### src/rtl/skp_os_generator.sv
// SKP Ordered Set generator: emits one Gen1/2 COM+3xSKP beat or a Gen3 SKP block
// on a 4-symbol TX path, then handshakes completion back to the SKP interval counter.
module skp_os_generator #(
   parameter int GEN3_SKP_SYMS = 12
) (
   input  logic        clk,
   input  logic        rst,
   input  logic        gen,
   input  logic        skp_enable,
   input  logic        back_pressure,
   input  logic        skp_rst,
   input  logic [23:0] lfsr_status,
   input  logic        os_ready,
   output logic        os_valid,
   output logic [31:0] os_data,
   output logic [3:0]  os_k,
   output logic [1:0]  os_sync_hdr,
   output logic        os_blk_start,
   output logic        skp_busy,
   output logic        skp_done
);

   localparam int         G3_BEATS = (GEN3_SKP_SYMS + 4) / 4;
   localparam logic [2:0] G3_LAST  = 3'(G3_BEATS - 1);

   typedef enum logic [1:0] {IDLE, SEND, DONE, RELEASE} state_t;

   state_t      state, state_next;
   logic [2:0]  beat, beat_next;
   logic        gen_q, gen_next;
   logic [23:0] lfsr_q, lfsr_next;
   logic        last_beat;

   assign last_beat = gen_q ? (beat == G3_LAST) : (beat == 3'd0);

   always_ff @(posedge clk or negedge rst) begin
      if (!rst) begin
         state  <= IDLE;
         beat   <= 3'd0;
         gen_q  <= 1'b0;
         lfsr_q <= 24'd0;
      end else begin
         state  <= state_next;
         beat   <= beat_next;
         gen_q  <= gen_next;
         lfsr_q <= lfsr_next;
      end
   end

   always_comb begin
      state_next = state;
      beat_next  = beat;
      gen_next   = gen_q;
      lfsr_next  = lfsr_q;
      unique case (state)
         IDLE: begin
            if (skp_enable) begin
               state_next = SEND;
               beat_next  = 3'd0;
               gen_next   = gen;
               lfsr_next  = lfsr_status;
            end
         end
         SEND: begin
            if (os_ready) begin
               if (last_beat) begin
                  state_next = DONE;
                  beat_next  = 3'd0;
               end else begin
                  beat_next = beat + 3'd1;
               end
            end
         end
         DONE: begin
            if (!back_pressure) state_next = RELEASE;
         end
         RELEASE: begin
            // The counter drops skp_enable a cycle after seeing done; wait it out.
            if (!skp_enable) state_next = IDLE;
         end
         default: state_next = IDLE;
      endcase
      if (skp_rst) begin
         state_next = IDLE;
         beat_next  = 3'd0;
      end
   end

   always_comb begin
      os_valid     = (state == SEND);
      skp_busy     = (state == SEND);
      skp_done     = (state == DONE);
      os_blk_start = (state == SEND) && (beat == 3'd0);
      os_sync_hdr  = 2'b00;
      os_k         = 4'h0;
      os_data      = 32'd0;
      if (state == SEND) begin
         if (gen_q) begin
            // Symbol count is a multiple of 4, so SKP_END always opens the final beat.
            os_data     = last_beat ? {lfsr_q, 8'hE1} : 32'hAAAAAAAA;
            os_sync_hdr = (beat == 3'd0) ? 2'b01 : 2'b00;
         end else begin
            os_data = 32'h1C1C1CBC;
            os_k    = 4'hF;
         end
      end
   end

endmodule

### config.mk
export PLATFORM = sky130hd
export DESIGN_NAME = skp_os_generator
export DESIGN_NICKNAME = d
export VERILOG_FILES = /design/src/rtl/skp_os_generator.sv
export SDC_FILE = /design/constraint.sdc
export NUM_CORES = 1
export LEC_CHECK = 0
export ABC_AREA = 1
export BUFFER_PORTS_ARGS = -buffer_cell sky130_fd_sc_hd__buf_4
export CELL_PAD_IN_SITES_DETAIL_PLACEMENT = 1
export CELL_PAD_IN_SITES_GLOBAL_PLACEMENT = 2
export CORE_MARGIN = 5
export CORE_UTILIZATION = 27
export CTS_BUF_LIST = sky130_fd_sc_hd__clkbuf_4 sky130_fd_sc_hd__clkbuf_8 sky130_fd_sc_hd__clkbuf_16
export CTS_CLUSTER_DIAMETER = 30
export DETAILED_ROUTE_END_ITERATION = 7
export PLACE_DENSITY_LB_ADDON = 0.25
export SYNTH_ARGS = -nofsm -noshare
export SYNTH_HDL_FRONTEND = slang
export SYNTH_SLANG_ARGS = --single-unit
### constraint.sdc
create_clock -name clk -period 1.98 [get_ports clk]
set_input_delay 0 -clock clk [delete_from_list [all_inputs] [get_ports clk]]
set_output_delay 0 -clock clk [all_outputs]
set_load 0.03 [all_outputs]
==> impl_metrics.env <==
export IMPL_hold_viol_final=0
export IMPL_viasPerCell=4.30
export IMPL_firstDrtPassIters=3
export IMPL_final_area_um2=2670
export IMPL_path_max_fanout=11
export IMPL_period_share=0.923
export IMPL_rrSetupSlack_ns=0.39
export IMPL_peakVddDrop_mv=0.580
export IMPL_cts_max_level=2
export IMPL_skew_ns=0.00342
export IMPL_setup_tns_ns=0
export IMPL_rsz0062_at_grt="no"
export IMPL_cp_start_kind="flop"
export IMPL_p_sw_mw=1.61
export IMPL_power_mw=3.65
export IMPL_yosysMostFrequentCell="nor2_1"
export IMPL_slew_viol_final=0
export IMPL_wirelength_um=4980
export IMPL_grt_pass1_wl_um=8160
export IMPL_synth_net_count=245
export IMPL_root_buffer="clkbuf_8"
export IMPL_syn_inst=206
export IMPL_status="completed"
export IMPL_hp_class="in -> reg"
export IMPL_async_flop_share=1.00
export IMPL_clkTransAtPathRegs_ns=0.07
export IMPL_drive_above_1_share=0.353
export IMPL_pre_cts_slack_ns=0.316
export IMPL_drt_iter0_drc=42
export IMPL_period_needed_ns=1.83
export IMPL_grt_overflow=0
export IMPL_drt_wirelength_per_cell_um=13.4
export IMPL_postCtsSetupBuffers=0
export IMPL_whs_path_depth=4
export IMPL_end_kind="output pin"
export IMPL_netlist_area_um2=1780
export IMPL_synth_top_cell_area_share=0.423
export IMPL_hold_path_end="state[1]"
export IMPL_cts_buffers=5
export IMPL_cts_tree="yes"
export IMPL_path_class="reg -> out"
export IMPL_diodes=0
export IMPL_reg2reg_to="lfsr_q[23]"
export IMPL_cts_sinks=30
export IMPL_synth_top_area_cell="dfrtp_1"
export IMPL_leakage_nw=1.45
export IMPL_finalSetupViolations=0
export IMPL_die_h_um=91.1
export IMPL_fin_ws_ns=0.153
export IMPL_synth_warnings=0
export IMPL_antenna_left=0
export IMPL_clock_path_buffers=2
export IMPL_area_growth_pct=50.4
export IMPL_synth_seq_area_share=0.423
export IMPL_vias=1601
export IMPL_ys_top_cells_by_count="nor2_1, nand2_1, dfrtp_1"
export IMPL_dp_cells=338
export IMPL_required_ns=1.98
export IMPL_portBuffers=71
export IMPL_p_seq_frac=0.292
export IMPL_maxCapViolations=0
export IMPL_fmax_mhz=547
export IMPL_die_w_um=91.1
export IMPL_grt_pass1_vias=1703
export IMPL_hpwl_um=3580
export IMPL_clkPwrFrac=0.142
export IMPL_swShare=0.441
export IMPL_intPower_mw=2.04
export IMPL_drc_errors=0
export IMPL_grt_total_usage=0.119
export IMPL_p_per_area_nw_per_um2=1370
export IMPL_clk_insertion_delay_late_ns=0.28
export IMPL_synth_edf_count=0
export IMPL_min_from="skp_rst"
export IMPL_routabilityCongestion=0.707
export IMPL_nets=333
export IMPL_yosys_top_cells_area="dfrtp_1, mux2_4, nor2_1, nand2_1, ha_1"
export IMPL_rows=29
export IMPL_pin_count=73
export IMPL_ys_types=18
export IMPL_p_comb_frac=0.565
export IMPL_worstPathArrival_ns=1.83
export IMPL_start_util=0.278
export IMPL_ys_ff_latch=30
export IMPL_coreArea_um2=6390
export IMPL_grt_max_degree=33
export IMPL_antenna_found_initial=0
export IMPL_fin_cells=372
export IMPL_synth_avg_cell_area_um2=8.62
export IMPL_dominantRegCellSynth="dfrtp_1"
export IMPL_reg2reg_from="state[0]"
export IMPL_fp_dieArea_um2=8300
export IMPL_ff2ff_path_depth=5
export IMPL_place_area_um2=2310
power groups by stage:
stage               Sequential [mW]  Clock, mW  Combinational [mW]
global route                   1.10      0.565                2.26
finish                         1.07      0.520                2.07
global placement               1.07          0                2.02
detailed placement             1.08          0                2.04
floorplan                      1.00          0                1.53
CTS                            1.07      0.546                2.09
layout make-up:
type,instances,area [µm²]
well taps,77,96.3
clock buffers,6,82.6
clock inverters,2,12.5
repair buffers,99,821
fillers,762,3710
multi-input cells,138,835
inverters,20,75.1
flip-flops and latches,30,751
worst max-delay path, cell delays in order (launching register included):
cell and delay [ns]:
dfrtp_1 0.41, ha_1 0.22, ha_1 0.23, inv_1 0.08, nand2_1 0.08, nand2_4 0.15, nor2_1 0.06, nor2_1 0.13
buf_4 0.19
cell usage in the layout, fill, tap and decap left out, types with 2 or more instances in the layout:
master         synthesis  final
buf_4                 11     72
nor2_1                48     47
nand2_1               33     31
dfrtp_1               30     30
dlygate4sd3_1          0     26
inv_1                 19     19
nand3_1               18     18
mux2_4                16     16
a21oi_1                8      8
ha_1                   8      8
clkbuf_8               0      6
nand2_2                1      2
o21ai_0                2      2
mux2_2                 2      2
worst max-delay path by stage:
stage / start / endpoint / slack (ns)
2_1_floorplan: state[1] / os_data[10] / 0.11
3_3_place_gp: beat[0] / os_data[31] / 0.34
3_5_place_dp: beat[0] / os_data[31] / 0.32
4_1_cts: state[1] / os_data[31] / 0.09
5_1_grt: beat[0] / os_data[29] / 0.02
6_report: beat[0] / os_data[29] / 0.15
state kept, by name, summed over array words and instances, names as in the netlist:
name,count
beat,3
gen_q,1
lfsr_q,24
state,2
metrics by stage:
stage,utilization,hold slack (ns)
4_1_cts,0.417,0.0226
3_3_place_gp,0.361,-0.0418
5_1_grt,0.418,0.0515
2_1_floorplan,-,-0.296
6_report,0.418,0.0272
3_5_place_dp,0.361,-0.0331
what timing repair did:
item                                    CTS  global route
hold endpoints to repair                 55             0
gates resized for setup                   1             2
hold buffers                             26             0
endpoints found under the setup margin    1             7
routing by layer:
| layer | vias up | part of all wire | GRT usage |
|---|---|---|---|
| met5 | - | 0 | 0 |
| li1 | 806 | - | - |
| met1 | 738 | 0.45 | 0.150 |
| met4 | 0 | 0.0084 | 0.0330 |
| met2 | 53 | 0.46 | 0.190 |
| met3 | 4 | 0.083 | 0.0455 |
cells by family after synthesis:
kind of cell / after synthesis / share of synthesized area
simple gates: 100 / 0.225
buf+inv: 38 / 0.115
flops: 30 / 0.423
mux: 18 / 0.148
compound gates: 11 / 0.0310
fa+ha+maj: 8 / 0.0563
other cells: 1 / 0.00211
Note: power is estimated with default switching activity, not from simulation.
